### config.mk
export PLATFORM = sky130hd
export DESIGN_NAME = alu_arbiter
export DESIGN_NICKNAME = d
export VERILOG_FILES = /design/src/rtl/alu_arbiter_pkg.sv /design/src/rtl/alu_arbiter_rr_arb2.sv /design/src/rtl/alu_arbiter.sv
export SDC_FILE = /design/constraint.sdc
export NUM_CORES = 1
export LEC_CHECK = 0
export ABC_AREA = 1
export BUFFER_PORTS_ARGS = -buffer_cell sky130_fd_sc_hd__buf_2
export CORE_AREA = 2 2 116 118
export CTS_CLUSTER_DIAMETER = 80
export DETAILED_ROUTE_END_ITERATION = 10
export DIE_AREA = 0 0 118 120
export PLACE_DENSITY = 0.84
export SLEW_MARGIN = 20
export SYNTH_ARGS = -nofsm -noshare
export SYNTH_HDL_FRONTEND = slang
export SYNTH_HIERARCHICAL = 1
export SYNTH_SLANG_ARGS = --single-unit
### constraint.sdc
create_clock -name clk_i -period 1.5 [get_ports clk_i]
set_input_delay 0.225 -clock clk_i [delete_from_list [all_inputs] [get_ports clk_i]]
set_output_delay 0.225 -clock clk_i [all_outputs]
set_load 0.01 [all_outputs]
### src/rtl/alu_arbiter_pkg.sv
// Shared definitions for the two-requester ALU arbiter: ALUCtrl codes,
// FSM state encoding and the opcode legality check.
package alu_arbiter_pkg;

   localparam logic [3:0] ALU_AND  = 4'b0000;
   localparam logic [3:0] ALU_OR   = 4'b0001;
   localparam logic [3:0] ALU_ADD  = 4'b0010;
   localparam logic [3:0] ALU_LW   = 4'b0011;
   localparam logic [3:0] ALU_MUL  = 4'b0100;
   localparam logic [3:0] ALU_SW   = 4'b0101;
   localparam logic [3:0] ALU_SUB  = 4'b0110;
   localparam logic [3:0] ALU_ADDI = 4'b1000;

   typedef enum logic [1:0] {
      IDLE = 2'd0,
      EXEC = 2'd1,
      RESP = 2'd2
   } state_t;

   function automatic logic op_legal(input logic [3:0] op);
      logic legal;
      case (op)
         ALU_AND, ALU_OR, ALU_ADD, ALU_LW,
         ALU_MUL, ALU_SW, ALU_SUB, ALU_ADDI: legal = 1'b1;
         default:                            legal = 1'b0;
      endcase
      return legal;
   endfunction

endpackage

### src/rtl/alu_arbiter_rr_arb2.sv
// Two-way round-robin picker: a lone requester wins outright, on contention
// the requester that was not granted last wins.
module rr_arb2 (
   input  logic [1:0] i_req,
   input  logic       i_last,
   output logic       o_any,
   output logic       o_idx
);

   always_comb begin
      o_any = |i_req;
      o_idx = 1'b0;
      case (i_req)
         2'b10:   o_idx = 1'b1;
         2'b11:   o_idx = ~i_last;
         default: o_idx = 1'b0;
      endcase
   end

endmodule

### src/rtl/alu_arbiter.sv
// Arbitrates two requesters onto one shared external ALU; holds operands
// through execution and returns the registered result to the granted requester.
module alu_arbiter
   import alu_arbiter_pkg::*;
#(
   parameter int unsigned MUL_CYCLES = 3,
   parameter logic        RR_INIT    = 1'b1
) (
   input  logic        clk_i,
   input  logic        rst_i,
   input  logic [1:0]  req_valid_i,
   output logic [1:0]  req_ready_o,
   input  logic [7:0]  req_op_i,
   input  logic [63:0] req_a_i,
   input  logic [63:0] req_b_i,
   output logic [1:0]  rsp_valid_o,
   input  logic [1:0]  rsp_ready_i,
   output logic [31:0] rsp_data_o,
   output logic        rsp_zero_o,
   output logic        rsp_err_o,
   output logic [31:0] alu_data1_o,
   output logic [31:0] alu_data2_o,
   output logic [3:0]  alu_ctrl_o,
   input  logic [31:0] alu_data_i,
   input  logic        alu_zero_i
);

   state_t      r_state;
   state_t      w_next;
   logic [3:0]  r_cnt;
   logic        r_lg;
   logic        r_owner;
   logic [3:0]  r_op;
   logic [31:0] r_a;
   logic [31:0] r_b;
   logic [31:0] r_data;
   logic        r_zero;
   logic        r_err;

   logic        w_any;
   logic        w_idx;
   logic        w_grant;
   logic [3:0]  w_sel_op;
   logic [31:0] w_sel_a;
   logic [31:0] w_sel_b;

   rr_arb2 u_rr (
      .i_req  (req_valid_i),
      .i_last (r_lg),
      .o_any  (w_any),
      .o_idx  (w_idx)
   );

   // Reset gates the grant so req_ready_o stays low while rst_i is asserted.
   assign w_grant  = (r_state == IDLE) && w_any && rst_i;
   assign w_sel_op = w_idx ? req_op_i[7:4]  : req_op_i[3:0];
   assign w_sel_a  = w_idx ? req_a_i[63:32] : req_a_i[31:0];
   assign w_sel_b  = w_idx ? req_b_i[63:32] : req_b_i[31:0];

   always_ff @(posedge clk_i or negedge rst_i) begin
      if (!rst_i) begin
         r_state <= IDLE;
      end else begin
         r_state <= w_next;
      end
   end

   always_comb begin
      w_next      = r_state;
      req_ready_o = 2'b00;
      rsp_valid_o = 2'b00;
      case (r_state)
         IDLE: begin
            if (w_grant) begin
               w_next      = EXEC;
               req_ready_o = w_idx ? 2'b10 : 2'b01;
            end
         end
         EXEC: begin
            if (r_cnt == 4'd0) begin
               w_next = RESP;
            end
         end
         RESP: begin
            rsp_valid_o = r_owner ? 2'b10 : 2'b01;
            if (rsp_ready_i[r_owner]) begin
               w_next = IDLE;
            end
         end
         default: w_next = IDLE;
      endcase
   end

   always_ff @(posedge clk_i or negedge rst_i) begin
      if (!rst_i) begin
         r_cnt   <= '0;
         r_lg    <= RR_INIT;
         r_owner <= 1'b0;
         r_op    <= '0;
         r_a     <= '0;
         r_b     <= '0;
         r_data  <= '0;
         r_zero  <= 1'b0;
         r_err   <= 1'b0;
      end else begin
         if (w_grant) begin
            r_op    <= w_sel_op;
            r_a     <= w_sel_a;
            r_b     <= w_sel_b;
            r_owner <= w_idx;
            r_lg    <= w_idx;
            r_cnt   <= (w_sel_op == ALU_MUL) ? 4'(MUL_CYCLES - 1) : 4'd0;
         end
         if (r_state == EXEC) begin
            if (r_cnt == 4'd0) begin
               // Unsupported opcodes never expose whatever the ALU produced.
               if (op_legal(r_op)) begin
                  r_data <= alu_data_i;
                  r_zero <= alu_zero_i;
                  r_err  <= 1'b0;
               end else begin
                  r_data <= '0;
                  r_zero <= 1'b0;
                  r_err  <= 1'b1;
               end
            end else begin
               r_cnt <= r_cnt - 4'd1;
            end
         end
      end
   end

   assign alu_ctrl_o  = (r_state == IDLE) ? 4'b0000 : r_op;
   assign alu_data1_o = (r_state == IDLE) ? 32'h0   : r_a;
   assign alu_data2_o = (r_state == IDLE) ? 32'h0   : r_b;

   assign rsp_data_o  = r_data;
   assign rsp_zero_o  = r_zero;
   assign rsp_err_o   = r_err;

endmodule

==> results of run 1 <==
critical path: stages, from the launching register on:
cell and delay, ps:
dfrtp_1 410, nor2_4 190, buf_12 170, clkbuf_16 180, nor2_1 70, buf_2 140
routing by layer:
layer	vias to the layer above	GRT usage, %	wire length (um)
met2	288	41.3	9450
li1	2653	-	-
met4	0	7.76	463
met3	35	4.52	1210
met5	-	0	0
met1	2579	29.2	7870
power groups by stage:
stage               Clock (mW)  Combinational (mW)  Sequential [mW]
finish                    2.36                8.86             4.96
global route              2.53                9.57             5.08
CTS                       2.38                7.82             4.91
detailed placement           0                6.98             4.96
global placement             0                6.84             4.91
floorplan                    0                3.94             5.08
metrics by stage:
step | cell area (sq um) | hold WS [ps] | setup WS, ps | TNS (ps)
2_1_floorplan | 5190 | -70.6 | 26.8 | 0
3_3_place_gp | 6910 | 341 | 34.3 | 0
3_5_place_dp | 6910 | 344 | -14.1 | -25.3
4_1_cts | 7640 | 54.3 | -242 | -15730
5_1_grt | 8350 | 51.6 | -279 | -21660
6_report | 8350 | 64.4 | -222 | -13600
Yosys cell counts (4+ instances only):
library cell and count:
nand2_1 249, dfrtp_1 109, inv_1 84, nor2_1 79, o211ai_1 64, buf_2 11, buf_4 11, nand3_1 8
o21ai_0 8, buf_1 7, clkbuf_1 4
layout make-up:
| class | instances | area (sq um) | share of cell area [%] |
|---|---|---|---|
| clock buffer | 10 | 239 | 2.86 |
| tap | 176 | 220 | 2.64 |
| timing repair buffer | 337 | 2430 | 29.1 |
| sequential | 110 | 2750 | 33.0 |
| clock inverter | 6 | 51.3 | 0.614 |
| inverter | 87 | 332 | 3.97 |
| multi-input combinational | 422 | 2320 | 27.8 |
repair_timing:
item                                    CTS  global route
endpoints found under the hold margin    36             0
pin swaps                                14            39
cloned                                    9            14
resized for setup                        32           122
hold buffers                              1             0
buffers inserted                         11             3
endpoints found under the setup margin   74           173
logic make-up (layout without fill, tap and decap cells):
kind of cell / after synthesis / in the layout / synth area share, %
AOI/OAI and AO/OA: 75 / 75 / 10.4
xor gates and xnor gates: 2 / 2 / 0.337
adders and majority gates: 1 / 1 / 0.241
buffers and inverters: 123 / 440 / 10.4
DFF: 110 / 110 / 53.0
and+or+nand+nor: 344 / 344 / 25.6
sequential cells by signal, summed over array words and instances (netlist names):
| register | cells |
|---|---|
| r_op | 4 |
| r_lg | 1 |
| r_owner | 1 |
| r_a | 32 |
| rsp_err_o | 1 |
| r_cnt | 4 |
| r_b | 32 |
| rsp_data_o | 32 |
| rsp_zero_o | 1 |
| r_state | 2 |
worst max path at each step:
stage / from / end / slack, ps / cells past startpoint
floorplan: r_lg / r_a[0] / 30 / 7
global placement: r_state[1] / req_ready_o[1] / 30 / 5
detailed placement: r_state[1] / req_ready_o[0] / -10 / 5
CTS: r_state[0] / alu_data2_o[23] / -240 / 5
global route: r_state[1] / alu_data1_o[17] / -280 / 5
finish: r_state[1] / alu_data1_o[18] / -220 / 5
==> summary.md, run 1 <==
| Metric | Value |
|---|---|
| Fill cell count | `between 1000 and 1500` |
| DP HPWL | `around 11000 um` |
| Final core utilization | `64.3%` |
| Total number of vias | `5555` |
| Seq pwr share | `a little under a third` |
| Chip height | `120 um` |
| VDD IR max | `0.000729 V` |
| Worst-path clk slew | `around 80 ps` |
| Number of hold violations in the final report | `0` |
| CTS tree | `built` |
| Die width | `118 um` |
| Internal power | `between 9 and 10 mW` |
| Area leader, netlist | `dfrtp_1` |
| Synth async-reset ratio | `100%` |
| Crit share post-route | `115%` |
| Least-Margin Pin Slew | `~900 ps` |
| Sw Ratio | `roughly two fifths` |
| Fin crit period | `1720 ps` |
| Clk_lat worst skew | `approximately 350 ps` |
| Critical Path Fanout Max | `13` |
| Leading post-synthesis cells by cell area | `dfrtp_1, nand2_1, o211ai_1` |
| MaxCap Viol Count | `0` |
| Arrival time worst endpoint | `about 1500 ps` |
| I/O pins | `~280` |
| Worst reg2reg path startpoint | `r_state[1]` |
| Critical path class | `reg -> out` |
| Share of layout cells above drive strength 1 | `45.6%` |
| Warnings from Yosys | `6` |
| Clock Sinks | `110` |
| Initial antenna violation count | `1` |
| NetSw | `~6.7 mW` |
| Iteration-0 DRC count of the detailed router | `around 380` |
| Syn avg cell area | `7.93 sq um` |
| Nets | `approximately 1100` |
| Cells on Worst Hold Path | `3` |
| Total CTS buffers | `9` |
| Hold endpoint | `rsp_data_o[12]` |
| Rows | `42` |
| Clock Skew | `between 10 and 15 ps` |
| Failing checks | `negative setup slack` |
| Largest net degree at the start of global routing | `75` |
| Primary FF master, synth | `dfrtp_1` |
| Type of the most critical hold path | `in -> reg` |
| Synthesized instance count | `655` |
| Mapped Nets | `831` |
| Residual DRC | `0` |
| Fmax | `around 0.58 GHz` |
| Synth unique cells | `25` |
| Vias in the first global route | `between 5000 and 6000` |
| Slew margin rel. | `between 30% and 40%` |
| Status | `complete, but fails checks` |
| GP Congestion | `slightly below 0.9` |
| Starting density of the core | `about two fifths` |
| Dpl cells | `roughly 1100` |
| H-tree levels | `3` |
| Reg-to-reg endpoint | `r_a[16]` |
| Commonest non-fill, non-tap cell in the layout | `buf_2` |
| LEAKAGE | `4.58 nW` |
| Synthesized area | `between 5000 and 6000 sq um` |
| Reg2Reg Depth | `8` |
| R2r setup slk | `-90 ps` |
| RSZ-0062 raised after global routing | `true` |
| #FFs+latches synth | `110` |
| Tot Pwr | `about 16 mW` |
| First-pass GRT wire length | `around 26000 um` |
| CP endpoint kind | `output port` |
| Crit path launch type | `register` |
| Logic pwr share | `a little over half` |
| Wirelength per Cell | `roughly 17 um` |
| Number of flops mapped to enable cells by yosys | `0` |
| Yosys top cell area share | `a little over half` |
| Total track usage | `roughly a quarter` |
| Hold Crit Start | `alu_data_i[12]` |
| Synth-to-layout area growth | `60.8%` |
| Register area share after synthesis | `53.0%` |
| Min setup slack post-route | `-222 ps` |
| Routed wire length | `approximately 19000 um` |
| Global route overflow | `0` |
| CTS root buf | `clkbuf_16` |
| Final std cells w/o fill | `about 1100` |
| Die Area | `14200 sq um` |
| Antenna viol nets, final | `0` |
| CP required | `around 1300 ps` |
| Diodes inserted | `0` |
| IO Port Bufs | `280` |
| # setup viols final | `approximately 110` |
| Clock power frac | `roughly 15%` |
| Slew Viols, Final | `0` |
| Routed vias/inst | `a little under 5` |
| Core area | `between 10000 and 15000 sq um` |
| Initial DRT Pass Iterations | `5` |
| Clock buffer depth | `2` |
| Pwr Density | `approximately 1900 nW/um^2` |
| Most frequent cells in the layout | `buf_2, nand2_1, dfrtp_1` |
No activity file was read; power rests on OpenSTA's default activity.
==> run 2: changes to the inputs <==
--- a/config.mk
+++ b/config.mk
@@ -12,6 +12,7 @@
 export DETAILED_ROUTE_END_ITERATION = 10
 export DIE_AREA = 0 0 118 120
 export PLACE_DENSITY = 0.84
+export RECOVER_POWER = 100
 export SLEW_MARGIN = 20
 export SYNTH_ARGS = -nofsm -noshare
 export SYNTH_HDL_FRONTEND = slang
==> run 2 against run 1 <==
Against the previous run: the flow still finishes with violations (negative setup slack); critical path depth unchanged; non-clock buffer count unchanged; clock skew decreased by 0.53 ps; worst hold slack improved by 2.8 ps; critical endpoint unchanged.
==> summary.md, run 2 (synthesis gave the netlist of run 1 again) <==
| Metric | Value |
|---|---|
| IO Port Bufs | `280 (unchanged)` |
| I/O pins | `281 (unchanged)` |
| Wirelength per Cell | `16.6 um (was 16.5 um)` |
| Antenna viol nets, final | `0 (unchanged)` |
| Reg-to-reg endpoint | `r_b[0] (was r_a[16])` |
| Share of layout cells above drive strength 1 | `41.9% (was 45.6%)` |
| Reg2Reg Depth | `8 (unchanged)` |
| Type of the most critical hold path | `in -> reg (unchanged)` |
| Crit share post-route | `115% (about the same)` |
| Slowest-stage cell, CP | `dfrtp_1 (unchanged)` |
| Clock Sinks | `110 (unchanged)` |
| Tot Pwr | `16.0 mW (was 16.2 mW)` |
| Hold Crit Start | `alu_data_i[29] (was alu_data_i[12])` |
| Hold Worst Slack | `67.3 ps (was 64.4 ps)` |
| LEAKAGE | `4.46 nW (was 4.58 nW)` |
| Worst-path clk slew | `80 ps (about the same)` |
| Largest net degree at the start of global routing | `75 (unchanged)` |
| Cells on Worst Hold Path | `3 (unchanged)` |
| Iteration-0 DRC count of the detailed router | `409 (was 377)` |
| Nets | `1143 (unchanged)` |
| Routed wire length | `19000 um (about the same)` |
| Clock Skew | `14.2 ps (was 14.7 ps)` |
| CP endpoint kind | `output port (unchanged)` |
| Crit path cell chain | `nor2_4 -> buf_12 -> clkbuf_16 -> nor2_1 -> buf_2 (unchanged)` |
| H-tree levels | `3 (unchanged)` |
| Chip height | `120 um (unchanged)` |
| Starting density of the core | `40.0% (unchanged)` |
| Initial antenna violation count | `1 (unchanged)` |
| Vias in the first global route | `5326 (unchanged)` |
| Critical Path Fanout Max | `13 (unchanged)` |
| Fin crit period | `1720 ps (about the same)` |
| Placement Setup Slack | `-14.1 ps (unchanged)` |
| Total track usage | `23.5% (unchanged)` |
| CP required | `1270 ps (about the same)` |
| Core area | `13000 sq um (unchanged)` |
| Pwr Density | `1940 nW/um^2 (about the same)` |
| Global route overflow | `0 (unchanged)` |
| Critical path class | `reg -> out (unchanged)` |
| Fmax | `0.580 GHz (was 0.581 GHz)` |
| Slew Viols, Final | `0 (unchanged)` |
| Number of hold violations in the final report | `0 (unchanged)` |
| R2r setup slk | `-150 ps (was -90 ps)` |
| Clock buffer depth | `2 (unchanged)` |
| Min setup slack post-route | `-224 ps (was -222 ps)` |
| Arrival time worst endpoint | `1500 ps (about the same)` |
| RSZ-0062 raised after global routing | `true (unchanged)` |
| MaxCap Viol Count | `0 (unchanged)` |
| Commonest non-fill, non-tap cell in the layout | `buf_2 (unchanged)` |
| # setup viols final | `148 (was 112)` |
| Die width | `118 um (unchanged)` |
| Slowest stage delay, CP | `410 ps (about the same)` |
| Diodes inserted | `0 (unchanged)` |
| Slew margin rel. | `33.4% (was 39.0%)` |
| Total number of vias | `5540 (was 5555)` |
| Routed vias/inst | `4.83 (was 4.84)` |
| CTS root buf | `clkbuf_16 (unchanged)` |
| CTS tree | `built (unchanged)` |
| Status | `complete, but fails checks (unchanged)` |
| VDD IR max | `0.000731 V (was 0.000729 V)` |
| DP HPWL | `11100 um (unchanged)` |
| GP Congestion | `0.882 (unchanged)` |
| Synth-to-layout area growth | `59.2% (was 60.8%)` |
| Clk_lat worst skew | `350 ps (about the same)` |
| Sum of negative setup slack | `-20130 ps (was -13600 ps)` |
| Final core utilization | `63.7% (was 64.3%)` |
| Initial DRT Pass Iterations | `5 (unchanged)` |
| Die Area | `14200 sq um (unchanged)` |
| Residual DRC | `0 (unchanged)` |
| Worst reg2reg path startpoint | `r_lg (was r_state[1])` |
| Hold endpoint | `rsp_data_o[29] (was rsp_data_o[12])` |
| Most frequent cells in the layout | `buf_2, nand2_1, dfrtp_1 (unchanged)` |
| Failing checks | `negative setup slack (unchanged)` |
| Least-Margin Pin Slew | `999 ps (was 915 ps)` |
| Total CTS buffers | `9 (unchanged)` |
| Rows | `42 (unchanged)` |
| Crit path launch type | `register (unchanged)` |
| First-pass GRT wire length | `26400 um (unchanged)` |
==> run 2: cell types whose count changed in the layout (fill, tap and decap cells not counted) <==
| cell | change |
|---|---|
| clkbuf_1 | +35 |
| buf_2 | -35 |
| nor2_2 | +1 |
| nor2_1 | +1 |
| clkbuf_4 | +4 |
| buf_6 | -2 |
| nor2_4 | -2 |
| clkbuf_2 | +3 |
| buf_12 | -1 |
| buf_4 | -4 |
==> run 2: repair_timing <==
item	in CTS	in global routing
pin swaps	14	39
hold buffers	1	0
endpoints found under the setup margin	74	173
endpoints found under the hold margin	36	0
resized for setup	32	122
buffers inserted	11	3
cloned	9	14
==> run 2: area by class of cell <==
| class | count | area (sq um) |
|---|---|---|
| inverters | 87 | 332 |
| clock inverters | 6 | 51.3 |
| repair buffers | 337 | 2360 |
| multi-input cells | 422 | 2310 |
| clock buffers | 10 | 239 |
| fillers | 1130 | 4710 |
| flip-flops and latches | 110 | 2750 |
| well taps | 176 | 220 |
==> run 2: worst max-delay path: cells and delay by family, from the launching register on <==
family | cells | cell delay [ps]
DFF | 1 | 410
and+or+nand+nor | 2 | 260
buffers and inverters | 3 | 490
==> run 2: stage by stage <==
stage          instance area [sq um]  instances
2_1_floorplan                   5190        655
3_3_place_gp                    6910       1096
3_5_place_dp                    6910       1096
4_1_cts                         7640       1133
5_1_grt                         8270       1148
6_report                        8270       1148
==> run 2: report_power, final <==
| part | total [mW] | internal [mW] | switching (mW) |
|---|---|---|---|
| Sequential | 4.97 | 4.38 | 0.584 |
| Combinational | 8.69 | 3.78 | 4.91 |
| Clock | 2.35 | 1.20 | 1.14 |
| Total | 16.0 | 9.36 | 6.64 |
==> run 2: how the worst max path moves through the flow <==
stage	from	endpoint	slack [ps]	cells after the start
global placement	r_state[1]	req_ready_o[1]	30	5
CTS	r_state[0]	alu_data2_o[23]	-240	5
detailed placement	r_state[1]	req_ready_o[0]	-10	5
global route	r_state[1]	alu_data1_o[17]	-280	5
floorplan	r_lg	r_a[0]	30	7
finish	r_state[1]	alu_data1_o[18]	-220	5
==> run 2: routing by layer <==
metal	vias up	routed length, um	global-route usage, %	part of all wire (%)
met1	2573	7860	29.2	41
met5	-	0	0	0
met3	41	1210	4.52	6.3
met4	0	519	7.76	2.7
met2	274	9450	41.3	50
li1	2652	-	-	-
==> run 3: changes to the inputs <==
--- a/config.mk
+++ b/config.mk
@@ -6,12 +6,12 @@
 export NUM_CORES = 1
 export LEC_CHECK = 0
 export ABC_AREA = 1
-export BUFFER_PORTS_ARGS = -buffer_cell sky130_fd_sc_hd__buf_2
-export CORE_AREA = 2 2 116 118
+export CORE_AREA = 2 2 110 112
 export CTS_CLUSTER_DIAMETER = 80
 export DETAILED_ROUTE_END_ITERATION = 10
-export DIE_AREA = 0 0 118 120
-export PLACE_DENSITY = 0.84
+export DIE_AREA = 0 0 112 114
+export DONT_BUFFER_PORTS = 1
+export PLACE_DENSITY = 0.7
 export RECOVER_POWER = 100
 export SLEW_MARGIN = 20
 export SYNTH_ARGS = -nofsm -noshare
==> run 3 against run 2 <==
Against the previous run: the run ends with negative hold slack, negative setup slack left; via count is 13% lower; global-route usage is 0.53 points higher; combinational power is 18% lower; clock-buffer cell count is 1 higher; final cell count is 24% lower; critical path depth stayed put; worst setup slack better by 14 ps; critical endpoint is now req_ready_o[0]; highest routed layer unchanged.
==> summary.md, run 3 (synthesis gave the netlist of run 1 again) <==
| Metric | Value |
|---|---|
| Core area | `11700 sq um (was 13000 sq um)` |
| IO Port Bufs | `0 (was 280)` |
| Hold Worst Slack | `-431 ps (was 67.3 ps)` |
| Routed wire length | `17200 um (was 19000 um)` |
| Global route overflow | `0 (unchanged)` |
| I/O pins | `281 (unchanged)` |
| Crit path launch type | `register (unchanged)` |
| Commonest non-fill, non-tap cell in the layout | `nand2_1 (was buf_2)` |
| Least-Margin Pin Slew | `328 ps (was 999 ps)` |
| VDD IR max | `0.00130 V (was 0.000731 V)` |
| Starting density of the core | `44.3% (was 40.0%)` |
| Slew Viols, Final | `0 (unchanged)` |
| Rows | `40 (was 42)` |
| Type of the most critical hold path | `in -> async (was in -> reg)` |
| H-tree levels | `3 (unchanged)` |
| RSZ-0062 raised after global routing | `true (unchanged)` |
| Diodes inserted | `0 (unchanged)` |
| Final instance area | `6920 sq um (was 8270 sq um)` |
| Total CTS buffers | `9 (unchanged)` |
| Initial antenna violation count | `0 (was 1)` |
| Number of hold violations in the final report | `110 (was 0)` |
| Antenna viol nets, final | `0 (unchanged)` |
| Worst-path clk slew | `70 ps (was 80 ps)` |
| Die width | `112 um (was 118 um)` |
| CP required | `1270 ps (about the same)` |
| Sum of negative setup slack | `-14330 ps (was -20130 ps)` |
| Post-DP Area | `5460 sq um (was 6910 sq um)` |
| CTS root buf | `clkbuf_16 (unchanged)` |
| Clock buffer depth | `2 (unchanged)` |
| Slew margin rel. | `77.9% (was 33.4%)` |
| Met1 GRT Util | `29.5% (was 29.2%)` |
| Clock Skew | `9.40 ps (was 14.2 ps)` |
| Critical Path Fanout Max | `9 (was 13)` |
| # setup viols final | `167 (was 148)` |
| Worst reg2reg path startpoint | `r_state[0] (was r_lg)` |
| Tot Pwr | `14.7 mW (was 16.0 mW)` |
| Initial DRT Pass Iterations | `7 (was 5)` |
| DP HPWL | `9310 um (was 11100 um)` |
| Most frequent cells in the layout | `nand2_1, dfrtp_1, inv_1 (was buf_2, nand2_1, dfrtp_1)` |
| Critical path class | `reg -> out (unchanged)` |
| Clk_lat worst skew | `350 ps (about the same)` |
| GR Layer Usage met3 | `5.58% (was 4.52%)` |
| Largest net degree at the start of global routing | `113 (was 75)` |
| Wirelength per Cell | `19.6 um (was 16.6 um)` |
| Crit share post-route | `114% (was 115%)` |
| R2r setup slk | `-160 ps (was -150 ps)` |
| CTS tree | `built (unchanged)` |
| Pwr Density | `2120 nW/um^2 (was 1940 nW/um^2)` |
| Nets | `902 (was 1143)` |
| Final core utilization | `59.1% (was 63.7%)` |
| GRT met2 Usage | `42.4% (was 41.3%)` |
| Reg-to-reg endpoint | `r_a[19] (was r_b[0])` |
| GP Congestion | `0.871 (was 0.882)` |
| Clock Sinks | `110 (unchanged)` |
| LEAKAGE | `3.25 nW (was 4.46 nW)` |
| Busiest grt layer | `met2 (unchanged)` |
| Routed vias/inst | `5.48 (was 4.83)` |
| Fin crit period | `1710 ps (was 1720 ps)` |
| Vias in the first global route | `4566 (was 5326)` |
| Total number of vias | `4809 (was 5540)` |
| Iteration-0 DRC count of the detailed router | `365 (was 409)` |
| Die Area | `12800 sq um (was 14200 sq um)` |
| Status | `complete, but fails checks (unchanged)` |
| Min setup slack post-route | `-209 ps (was -224 ps)` |
| Chip height | `114 um (was 120 um)` |
| Total track usage | `24.1% (was 23.5%)` |
| Fmax | `0.585 GHz (was 0.580 GHz)` |
| MaxCap Viol Count | `0 (unchanged)` |
| CP endpoint kind | `output port (unchanged)` |
| Reg2Reg Depth | `9 (was 8)` |
| Failing checks | `negative hold slack, negative setup slack (was negative setup slack)` |
| Arrival time worst endpoint | `1480 ps (was 1500 ps)` |
| Synth-to-layout area growth | `33.3% (was 59.2%)` |
| Share of layout cells above drive strength 1 | `19.3% (was 41.9%)` |
| First-pass GRT wire length | `23900 um (was 26400 um)` |
| Residual DRC | `0 (unchanged)` |
==> run 3: worst max path at each step <==
stage                    start  slack [ps]  depth (start not counted)              to
finish              r_state[0]        -210                          5  req_ready_o[0]
global route        r_state[0]        -250                          5  req_ready_o[1]
CTS                 r_state[0]        -200                          5  req_ready_o[1]
detailed placement    r_cnt[0]        -170                          6      r_state[1]
global placement      r_cnt[0]         -40                          6      r_state[1]
floorplan                 r_lg          30                          7          r_a[0]
==> run 3: area by class of cell <==
class	instances	area [sq um]
clock buffer	11	243
timing repair buffer	96	1260
sequential	110	2750
inverter	87	334
tap	147	184
fill	998	4790
multi-input combinational	422	2110
clock inverter	5	35.0
==> run 3: routing by layer <==
layer	wire length (um)	vias up
met2	8750	281
met1	6640	2329
li1	-	2165
met3	1440	34
met5	0	-
met4	380	0
==> run 3: repair_timing <==
item / in CTS / in global routing
hold endpoints to repair: 141 / 112
setup endpoints to repair: 117 / 171
pin swaps: 5 / 17
hold buffers: 31 / 2
setup buffers: 9 / 7
resized for setup: 43 / 45
cloned: 8 / 10
==> run 3: report_power, final <==
| group | total (mW) | switching, mW | internal (mW) |
|---|---|---|---|
| Combinational | 7.14 | 4.18 | 2.96 |
| Clock | 2.25 | 1.08 | 1.17 |
| Sequential | 5.27 | 0.878 | 4.39 |
| Total | 14.7 | 6.13 | 8.52 |
==> run 3: worst max-delay path, stage by stage (launching register included) <==
cell,delay (ps)
dfrtp_1,410
nor2_4,140
buf_12,130
nand3_4,110
nor2_4,180
buf_12,170
==> run 3: through the flow <==
step,instances,setup slack [ps],hold WS [ps]
2_1_floorplan,655,26.8,-70.6
3_3_place_gp,795,-37.1,-68.4
3_5_place_dp,795,-168,-69.2
4_1_cts,859,-202,-448
5_1_grt,878,-253,-452
6_report,878,-209,-431
